==> config.mk <==
export PLATFORM = sky130hd
export DESIGN_NAME = pre_equ_24_27_sched
export DESIGN_NICKNAME = d
export VERILOG_FILES = /design/src/rtl/cfa_pkg.sv /design/src/rtl/pre_equ_out_fifo.sv /design/src/rtl/pre_equ_24_27_sched.sv
export SDC_FILE = /design/constraint.sdc
export NUM_CORES = 1
export LEC_CHECK = 0
export CORE_MARGIN = 5
export CORE_UTILIZATION = 53
export DETAILED_ROUTE_END_ITERATION = 12
export PLACE_DENSITY = 0.77
export SYNTH_ARGS = -nofsm -noshare
export SYNTH_HDL_FRONTEND = slang
export SYNTH_HIERARCHICAL = 1
export SYNTH_SLANG_ARGS = --single-unit
==> constraint.sdc <==
create_clock -name clk -period 3.2 [get_ports clk]
set_input_delay 0.96 -clock clk [delete_from_list [all_inputs] [get_ports clk]]
set_output_delay 0.96 -clock clk [all_outputs]
set_load 0.02 [all_outputs]
==> src/rtl/cfa_pkg.sv <==
// Shared constants and scheduler FSM state type for the pre_equ_24_27 R/B pre-estimation slice.
package cfa_pkg;

    localparam int DW_DEF    = 12;
    localparam int OW_DEF    = 13;
    localparam int CW_DEF    = 12;
    localparam int MIN_FRAME = 3;

    typedef enum logic [1:0] {
        ST_IDLE  = 2'd0,
        ST_RUN   = 2'd1,
        ST_DRAIN = 2'd2,
        ST_DONE  = 2'd3
    } sched_state_t;

endpackage

==> src/rtl/pre_equ_out_fifo.sv <==
// Synchronous result FIFO for the scheduler; DEPTH must be a power of two.
module pre_equ_out_fifo #(
    parameter  int W     = 38,
    parameter  int DEPTH = 4,
    localparam int AW    = $clog2(DEPTH),
    localparam int CNTW  = $clog2(DEPTH + 1)
) (
    input  logic            clk_i,
    input  logic            rst_i,
    input  logic            push_i,
    input  logic [W-1:0]    push_data_i,
    input  logic            pop_i,
    output logic [W-1:0]    head_o,
    output logic            empty_o,
    output logic [CNTW-1:0] count_o
);

    localparam logic [CNTW-1:0] FULL = CNTW'(DEPTH);

    logic [W-1:0]    mem_q [DEPTH];
    logic [AW-1:0]   wptr_q;
    logic [AW-1:0]   rptr_q;
    logic [CNTW-1:0] count_q;
    logic            do_push;
    logic            do_pop;

    assign do_push = push_i && (count_q != FULL);
    assign do_pop  = pop_i && (count_q != '0);

    always_ff @(posedge clk_i) begin
        if (rst_i) begin
            wptr_q  <= '0;
            rptr_q  <= '0;
            count_q <= '0;
        end else begin
            if (do_push) wptr_q <= wptr_q + AW'(1);
            if (do_pop)  rptr_q <= rptr_q + AW'(1);
            case ({do_push, do_pop})
                2'b10:   count_q <= count_q + CNTW'(1);
                2'b01:   count_q <= count_q - CNTW'(1);
                default: count_q <= count_q;
            endcase
        end
    end

    // Storage needs no reset: the count/pointers define which entries are live.
    always_ff @(posedge clk_i) begin
        if (do_push) mem_q[wptr_q] <= push_data_i;
    end

    assign head_o  = mem_q[rptr_q];
    assign empty_o = (count_q == '0);
    assign count_o = count_q;

endmodule

==> src/rtl/pre_equ_24_27_sched.sv <==
// Frame scheduler for the pre_equ_24_27 diagonal R/B datapath: raster tracking, phase-gated issue, credit-limited output FIFO.
// Optional feature: define PRE_EQU_BORDER_PASS_EN to pass phase-matching border sites through as zero results.
module pre_equ_24_27_sched
    import cfa_pkg::*;
#(
    parameter int OW         = OW_DEF,
    parameter int CW         = CW_DEF,
    parameter int LAT        = 1,
    parameter int FIFO_DEPTH = 4
) (
    input  logic           clk,
    input  logic           rst,
    input  logic           start,
    input  logic [CW-1:0]  width,
    input  logic [CW-1:0]  height,
    input  logic [1:0]     phase,
    input  logic           win_valid,
    output logic           win_ready,
    output logic           dp_en,
    input  logic [OW-1:0]  dp_rb,
    output logic           out_valid,
    input  logic           out_ready,
    output logic [OW-1:0]  out_rb,
    output logic [CW-1:0]  out_x,
    output logic [CW-1:0]  out_y,
    output logic           out_border,
    output logic           busy,
    output logic           done,
    output logic           cfg_err,
    output sched_state_t   dbg_state
);

    localparam int               CNTW    = $clog2(FIFO_DEPTH + 1);
    localparam logic [CNTW:0]    CREDITS = (CNTW + 1)'(FIFO_DEPTH);
    localparam logic [CW-1:0]    MIN_SZ  = CW'(MIN_FRAME);

    typedef struct packed {
        logic [OW-1:0] rb;
        logic [CW-1:0] x;
        logic [CW-1:0] y;
        logic          border;
    } entry_t;

    sched_state_t  state_q, state_d;
    logic [CW-1:0] width_q, width_d, height_q, height_d;
    logic [CW-1:0] x_q, x_d, y_q, y_d;
    logic [1:0]    phase_q, phase_d;
    logic          err_q, err_d;

    logic          tag_v_q [LAT];
    logic [CW-1:0] tag_x_q [LAT];
    logic [CW-1:0] tag_y_q [LAT];
    logic          tag_b_q [LAT];

    logic            accept, interior, phase_hit, last_win;
    logic            issue_dp, issue_border;
    logic [CNTW-1:0] inflight, fifo_count;
    logic            fifo_empty;
    entry_t          push_entry, head;

    // Handshakes: a window moves when win_valid && win_ready; a result moves when
    // out_valid && out_ready. Both sides hold their offer until it is taken.
    assign win_ready = (state_q == ST_RUN)
                     && (({1'b0, fifo_count} + {1'b0, inflight}) < CREDITS);
    assign accept    = win_valid && win_ready;
    assign interior  = (x_q != '0) && (x_q <= width_q - CW'(2))
                     && (y_q != '0) && (y_q <= height_q - CW'(2));
    assign phase_hit = ({y_q[0], x_q[0]} == phase_q);
    assign last_win  = accept && (x_q == width_q - CW'(1)) && (y_q == height_q - CW'(1));
    assign issue_dp  = accept && interior && phase_hit;

`ifdef PRE_EQU_BORDER_PASS_EN
    assign issue_border = accept && !interior && phase_hit;
`else
    assign issue_border = 1'b0;
`endif

    always_comb begin
        inflight = '0;
        for (int i = 0; i < LAT; i++) inflight = inflight + CNTW'(tag_v_q[i]);
    end

    always_comb begin
        state_d  = state_q;
        width_d  = width_q;
        height_d = height_q;
        phase_d  = phase_q;
        err_d    = err_q;
        x_d      = x_q;
        y_d      = y_q;
        case (state_q)
            ST_IDLE: begin
                if (start) begin
                    width_d  = width;
                    height_d = height;
                    phase_d  = phase;
                    x_d      = '0;
                    y_d      = '0;
                    if (width >= MIN_SZ && height >= MIN_SZ) begin
                        state_d = ST_RUN;
                        err_d   = 1'b0;
                    end else begin
                        state_d = ST_DONE;
                        err_d   = 1'b1;
                    end
                end
            end
            ST_RUN: begin
                if (accept) begin
                    if (x_q == width_q - CW'(1)) begin
                        x_d = '0;
                        y_d = y_q + CW'(1);
                    end else begin
                        x_d = x_q + CW'(1);
                    end
                end
                if (last_win) state_d = ST_DRAIN;
            end
            ST_DRAIN: begin
                if (inflight == '0 && fifo_empty) state_d = ST_DONE;
            end
            ST_DONE: begin
                state_d = ST_IDLE;
                err_d   = 1'b0;
            end
            default: state_d = ST_IDLE;
        endcase
    end

    always_ff @(posedge clk) begin
        if (rst) begin
            state_q  <= ST_IDLE;
            width_q  <= '0;
            height_q <= '0;
            phase_q  <= '0;
            err_q    <= 1'b0;
            x_q      <= '0;
            y_q      <= '0;
        end else begin
            state_q  <= state_d;
            width_q  <= width_d;
            height_q <= height_d;
            phase_q  <= phase_d;
            err_q    <= err_d;
            x_q      <= x_d;
            y_q      <= y_d;
        end
    end

    // Site tags ride alongside the datapath so each result leaves with its (x,y).
    always_ff @(posedge clk) begin
        if (rst) begin
            for (int i = 0; i < LAT; i++) begin
                tag_v_q[i] <= 1'b0;
                tag_x_q[i] <= '0;
                tag_y_q[i] <= '0;
                tag_b_q[i] <= 1'b0;
            end
        end else begin
            tag_v_q[0] <= issue_dp || issue_border;
            tag_x_q[0] <= x_q;
            tag_y_q[0] <= y_q;
            tag_b_q[0] <= issue_border;
            for (int i = 1; i < LAT; i++) begin
                tag_v_q[i] <= tag_v_q[i-1];
                tag_x_q[i] <= tag_x_q[i-1];
                tag_y_q[i] <= tag_y_q[i-1];
                tag_b_q[i] <= tag_b_q[i-1];
            end
        end
    end

    always_comb begin
        push_entry.rb     = tag_b_q[LAT-1] ? '0 : dp_rb;
        push_entry.x      = tag_x_q[LAT-1];
        push_entry.y      = tag_y_q[LAT-1];
        push_entry.border = tag_b_q[LAT-1];
    end

    pre_equ_out_fifo #(
        .W     ($bits(entry_t)),
        .DEPTH (FIFO_DEPTH)
    ) u_fifo (
        .clk_i       (clk),
        .rst_i       (rst),
        .push_i      (tag_v_q[LAT-1]),
        .push_data_i (push_entry),
        .pop_i       (out_valid && out_ready),
        .head_o      (head),
        .empty_o     (fifo_empty),
        .count_o     (fifo_count)
    );

    // Payload is gated so stale FIFO storage never shows on an idle bus.
    assign out_valid = !fifo_empty;
    assign out_rb    = out_valid ? head.rb : '0;
    assign out_x     = out_valid ? head.x  : '0;
    assign out_y     = out_valid ? head.y  : '0;

`ifdef PRE_EQU_BORDER_PASS_EN
    assign out_border = out_valid && head.border;
`else
    logic unused_border;
    assign unused_border = head.border;
    assign out_border    = 1'b0;
`endif

    assign dp_en     = issue_dp;
    assign busy      = (state_q == ST_RUN) || (state_q == ST_DRAIN);
    assign done      = (state_q == ST_DONE);
    assign cfg_err   = (state_q == ST_DONE) && err_q;
    assign dbg_state = state_q;

endmodule

## Word-level counts from Yosys, hierarchy flattened

Memories as Yosys holds them, arrays and structs flattened. A register that Yosys moved wholly into a read port is not among the register bits.
Cells that the tools add are included.
Widths: inputs -> output; s select.

| cells by class | value |
|---|---|
| $add $sub $neg | 11 |
| $mul | 0 |
| div/mod/pow operators | 0 |
| magnitude comparators | 5 |
| equal/unequal tests | 14 |
| shift-type cells | 0 |
| multiplexer cells | 33 |
| bitwise logic cells | 0 |
| reduce and logical (&&, ||, !) cells | 34 |

Operators by type and width:

| operator | number |
|---|---|
| $mux 12 | 9 |
| $pmux 12 s2 | 2 |
| $mux 13 | 2 |
| $add 12x1->12 const B | 2 |
| $eq 12x12->1 | 2 |
| $ge 12x2->1 const B | 2 |
| $le 12x12->1 | 2 |
| $reduce_bool 12->1 | 2 |
| $reduce_or 12->1 | 2 |
| $sub 12x1->12 const B | 2 |
| $sub 12x2->12 const B | 2 |
| $logic_and 1x1->1 | 15 |
| $mux 2 | 6 |
| $mux 1 | 11 |
| $ne 2x2->1 const B | 4 |
| $pmux 2 s4 | 1 |
| $eq 2x2->1 const B | 3 |
| $logic_not 3->1 | 2 |
| $pmux 3 s2 | 1 |
| $reduce_and 3->1 | 2 |
| $reduce_bool 2->1 | 3 |
| $add 2x1->2 const B | 2 |
| $add 3x1->4 | 1 |
| $eq 2x1->1 const B | 2 |
| other kinds (14) | 15 |

| storage, ports and cells | value |
|---|---|
| flip-flop bits (word level) | 60 |
| bits in latches | 0 |
| memory bits (writable) | 177 |
| ROM bits | 0 |
| input bits | 44 |
| output and inout bits | 46 |
| logic and storage cells | 111 |
| memories kept | 4 |

Memory list:

| name | words | width | rd ports | clocked after Yosys merged registers in | wr ports | RTL line | source |
|---|---|---|---|---|---|---|---|
| u_fifo.mem_q | 4 | 38 | 1 | 1 | 1 | pre_equ_out_fifo.sv:20 | `logic [W-1:0] mem_q [DEPTH];` |
| tag_x_q | 1 | 12 | 1 | 0 | 1 | pre_equ_24_27_sched.sv:51 | `logic [CW-1:0] tag_x_q [LAT];` |
| tag_y_q | 1 | 12 | 1 | 0 | 1 | pre_equ_24_27_sched.sv:52 | `logic [CW-1:0] tag_y_q [LAT];` |
| tag_v_q | 1 | 1 | 1 | 0 | 1 | pre_equ_24_27_sched.sv:50 | `logic tag_v_q [LAT];` |

## Logic depth before layout (Yosys ltp)

An unclocked memory read counts as a cell.

| logic depth | value |
|---|---|
| depth in word-level cells | 9 |
| gate-level depth with buffers | 12 |
| depth with buffers taken out | 12 |

## Cells and area by module

Netlist, hierarchy kept.

By module, submodules not included:

| module | instances | cells each | area each (sq um) | sequential area each (sq um) |
|---|---|---|---|---|
| pre_equ_out_fifo | 1 | 251 | 5980.7 | 4744.6 |
| pre_equ_24_27_sched | 1 | 665 | 5122.4 | 1561.5 |

## Worst setup path after synthesis

No wires, ideal clock.

| timing | value |
|---|---|
| path type | reg-to-output |
| start | reg height_q[3] |
| end | out dp_en |
| arrival | 2810 ps |
| data required time | 2240 ps |
| slack | -570 ps |
| cell stages (with the launch flop) | 11 |
| path buffers | 1 |
| cell sequence | dfxtp_1 > clkbuf_1 > nor4_1 > nand3_1 > xor2_1 > ha_1 > a21o_1 > a21o_1 > a21oi_1 > o221ai_1 > a221oi_1 |

| between the ends | value |
|---|---|
| longest elaborated chain between the ends | 5 |

Ends and longest elaborated chain:

| item | RTL line | source |
|---|---|---|
| start, declared | pre_equ_24_27_sched.sv:45 | `logic [CW-1:0] width_q, width_d, height_q, height_d;` |
| start signal, assigned | pre_equ_24_27_sched.sv:142 | `height_q <= height_d;` |
| $sub 12x2->12 | pre_equ_24_27_sched.sv:67 | `&& (y_q != '0) && (y_q <= height_q - CW'(2));` |
| $le 12x12->1 | pre_equ_24_27_sched.sv:67 |  |
| $logic_and 1x1->1 | pre_equ_24_27_sched.sv:67 |  |
| $logic_and 1x1->1 (2 in a row) | pre_equ_24_27_sched.sv:70 | `assign issue_dp = accept && interior && phase_hit;` |
| end, declared | pre_equ_24_27_sched.sv:19 | `output logic dp_en,` |

Every way passes these cells.

## Worst setup path after layout

| timing | value |
|---|---|
| start | reg width_q[3] |
| end | out dp_en |

| between the ends | value |
|---|---|
| longest elaborated chain between the ends | 7 |

Ends and longest elaborated chain:

| item | RTL line | source |
|---|---|---|
| start, declared | pre_equ_24_27_sched.sv:45 |  |
| start signal, assigned | pre_equ_24_27_sched.sv:141 | `width_q <= width_d;` |
| $sub 12x2->12 | pre_equ_24_27_sched.sv:66 | `assign interior = (x_q != '0) && (x_q <= width_q - CW'(2))` |
| $le 12x12->1 | pre_equ_24_27_sched.sv:66 |  |
| $logic_and 1x1->1 | pre_equ_24_27_sched.sv:66 |  |
| $logic_and 1x1->1 (2 in a row) | pre_equ_24_27_sched.sv:67 |  |
| $logic_and 1x1->1 (2 in a row) | pre_equ_24_27_sched.sv:70 |  |

Every way passes these cells.

==> impl_metrics.csv <==
group,metric,value,unit
outcome,outcome,"finished with violations",
outcome,violations,"setup timing",
cells_and_area,final_area,13900,µm²
critical_path,critPathArrivalTime,3010,ps
die,fp.dieW,154,µm
hold_path,whs_path_depth,0,
grt,globalRouteOverflowTotal,0,
cells_and_area,most-common-layout-cells,"edfxtp_1 (148), buf_4 (93), nand2_1 (88), dfxtp_1 (81), nor2b_1 (59)",
timing,slew_viol_final,0,
yosys,yosys_warnings,6,
critical_path,r2r_setup_slack,-180,ps
die,row_count,52,
hold_path,hold_path_class,"reg -> reg",
pwr,peakVddDrop,408,µV
timing,fin_crit,3970,ps
critical_path,crit_fanout,3,
place,gp_congestion,0.868,
timing,worstMarginPinSlew,574,ps
pwr,p_int,5.93,mW
critical_path,worstPathRequired,2240,ps
timing,skew,11.3,ps
timing,relSlewSlack,0.617,
cells_and_area,final_common_cell,"edfxtp_1",
cells_and_area,fin_cells,1364,
critical_path,slowest_delay,360,ps
critical_path,crit_top_cell,"buf_6",
clock_tree,cts_root_buf,"clkbuf_16",
detailed_routing,wl,24.5,mm
timing,setup_ws,-770,ps
pwr,p_comb_frac,0.267,
yosys,avgSynthCellArea,12.0,µm²
critical_path,endpoint_kind,"output port",
clock_tree,cts_tree,"yes",
timing,min_period_over_period,1.24,
clock_tree,clk_pin_slew,60,ps
grt,antenna_found_initial,0,
timing,fmax,252,MHz
pwr,switchingPower,2.37,mW
critical_path,reg2reg_depth,12,
critical_path,slowest_stage,"nor4_4",
clock_tree,clock-sinks,235,
timing,final.setup.tns,-2020,ps
cells_and_area,postLayoutCoreUtil,0.684,
cells_and_area,final_nets,1163,
yosys,netlist_instances,911,
hold_path,holdPathEnd,"u_fifo/mem_q[1][24]",
cells_and_area,antenna_cells,0,
detailed_routing,via_count,7678,
timing,finalSetupViolations,12,
yosys,synth_nets,997,
clock_tree,cts-htree-levels,1,
place,dp_cells,1310,
timing,rsz0062_at_grt,"true",
detailed_routing,dr.pass1.iters,5,
pwr,power_density,598,nW/µm²
die,start_util,0.540,
critical_path,r2r-start,"width_q[3]",
timing,final-hold-violation-count,0,
detailed_routing,ant_nets,0,
grt,grt_max_degree,49,
pwr,p_sw_frac,0.286,
cells_and_area,areaGrowthSynthToFinish,26.7,%
clock_tree,clock_latency,510,ps
critical_path,worst-setup-path-type,"reg -> out",
die,io_pins,90,
detailed_routing,drt_iter0_markers,487,
flow_run,drv_cap,0,
grt,grt.total_usage,0.198,
clock_tree,cts_buffer_depth,3,
die,dieArea,23700,µm²
place,placed_area,12800,µm²
grt,grt_pass1_wl,38.7,mm
clock_tree,cts_buffers,23,
hold_path,worstHoldStart,"tag_x_q[0][11]",
die,fp.dieH,154,µm
yosys,syn_area,11000,µm²
place,hpwl,16.6,mm
grt,grt_pass1_vias,7440,
detailed_routing,vias_per_cell,5.63,
pwr,cellLeakagePower,5.20,nW
pwr,clock_power_share,0.331,
critical_path,crit_path_cell_trace,"nor4_4 > nand2_2 > buf_6 > xor2_2 > ha_1 > nand4_1 > nor2_1 > nand2_1 > or2_4 > a221oi_4 > buf_6",
detailed_routing,routedWlPerCell,17.9,µm
place,io_buffer_count,88,
pwr,power_frac_seq,0.402,
cells_and_area,drive_gt1_frac,0.239,
detailed_routing,drc,0,
die,design.core.area,20300,µm²
critical_path,r2r-end,"y_q[10]",
critical_path,crit_path_start_kind,"flop",
[how the worst max path moves through the flow]
stage	startpoint	endpoint	slack (ps)	cells after the start
after detailed placement	width_q[4]	dp_en	-740	11
after floorplan	height_q[4]	dp_en	-60	8
after global placement	win_valid	dp_en	-700	7
after CTS	width_q[3]	dp_en	-730	11
after global routing	width_q[3]	dp_en	-890	11
final	width_q[3]	dp_en	-770	11
[critical path: cells and delay by family, from the launching register on]
kind | cells | cell delay [ps]
compound gates | 1 | 350
xor+xnor | 1 | 130
fa+ha+maj | 1 | 290
buf+inv | 2 | 320
flops | 1 | 350
simple gates | 6 | 1060
[power by group through the flow]
stage / Clock (mW) / Combinational, mW / Sequential, mW
5_1_grt: 2.95 / 2.42 / 3.35
2_1_floorplan: 0 / 1.25 / 3.41
6_report: 2.75 / 2.22 / 3.34
4_1_cts: 2.79 / 1.97 / 3.34
3_5_place_dp: 0 / 1.94 / 3.40
3_3_place_gp: 0 / 1.90 / 3.40
[through the flow]
| step | hold slack [ps] | power [mW] | worst slack (ps) |
|---|---|---|---|
| 2_1_floorplan | 438 | 4.66 | -60.1 |
| 6_report | 471 | 8.31 | -770 |
| 3_3_place_gp | 453 | 5.30 | -698 |
| 4_1_cts | 477 | 8.10 | -726 |
| 5_1_grt | 501 | 8.72 | -885 |
| 3_5_place_dp | 462 | 5.34 | -735 |
[layer usage]
layer	up-vias	wire, µm	global-route usage
met5	-	0	0
met4	0	444	0.0446
met3	40	1410	0.0295
met2	257	11700	0.330
met1	3718	10900	0.279
li1	3663	-	-
[flip-flops by register name (all words and copies together), names as in the netlist, named ones only]
signal          cells
err_q               1
tag_x_q            12
width_q            12
u_fifo/mem_q      148
phase_q             2
tag_y_q            12
u_fifo/count_o      3
u_fifo/wptr_q       2
tag_v_q             1
u_fifo/rptr_q       2
dbg_state           2
height_q           12
y_q                12
x_q                12
[cell type report]
| cell class | count | area [µm²] |
|---|---|---|
| timing repair buffer | 198 | 1800 |
| multi-input combinational | 586 | 4650 |
| clock buffer | 28 | 614 |
| fill | 1420 | 6410 |
| sequential | 235 | 6200 |
| tap | 270 | 338 |
| inverter | 33 | 124 |
| clock inverter | 14 | 166 |
[repair_timing]
item                                    in CTS  in global routing
resized for setup                           53                 61
endpoints found under the setup margin      42                 15
pin swaps                                    7                 33
buffers inserted                             1                  7
cloned                                       1                  3
endpoints found under the hold margin        0                  0
hold buffers                                 0                  0
No activity file was read; power rests on OpenSTA's default activity.
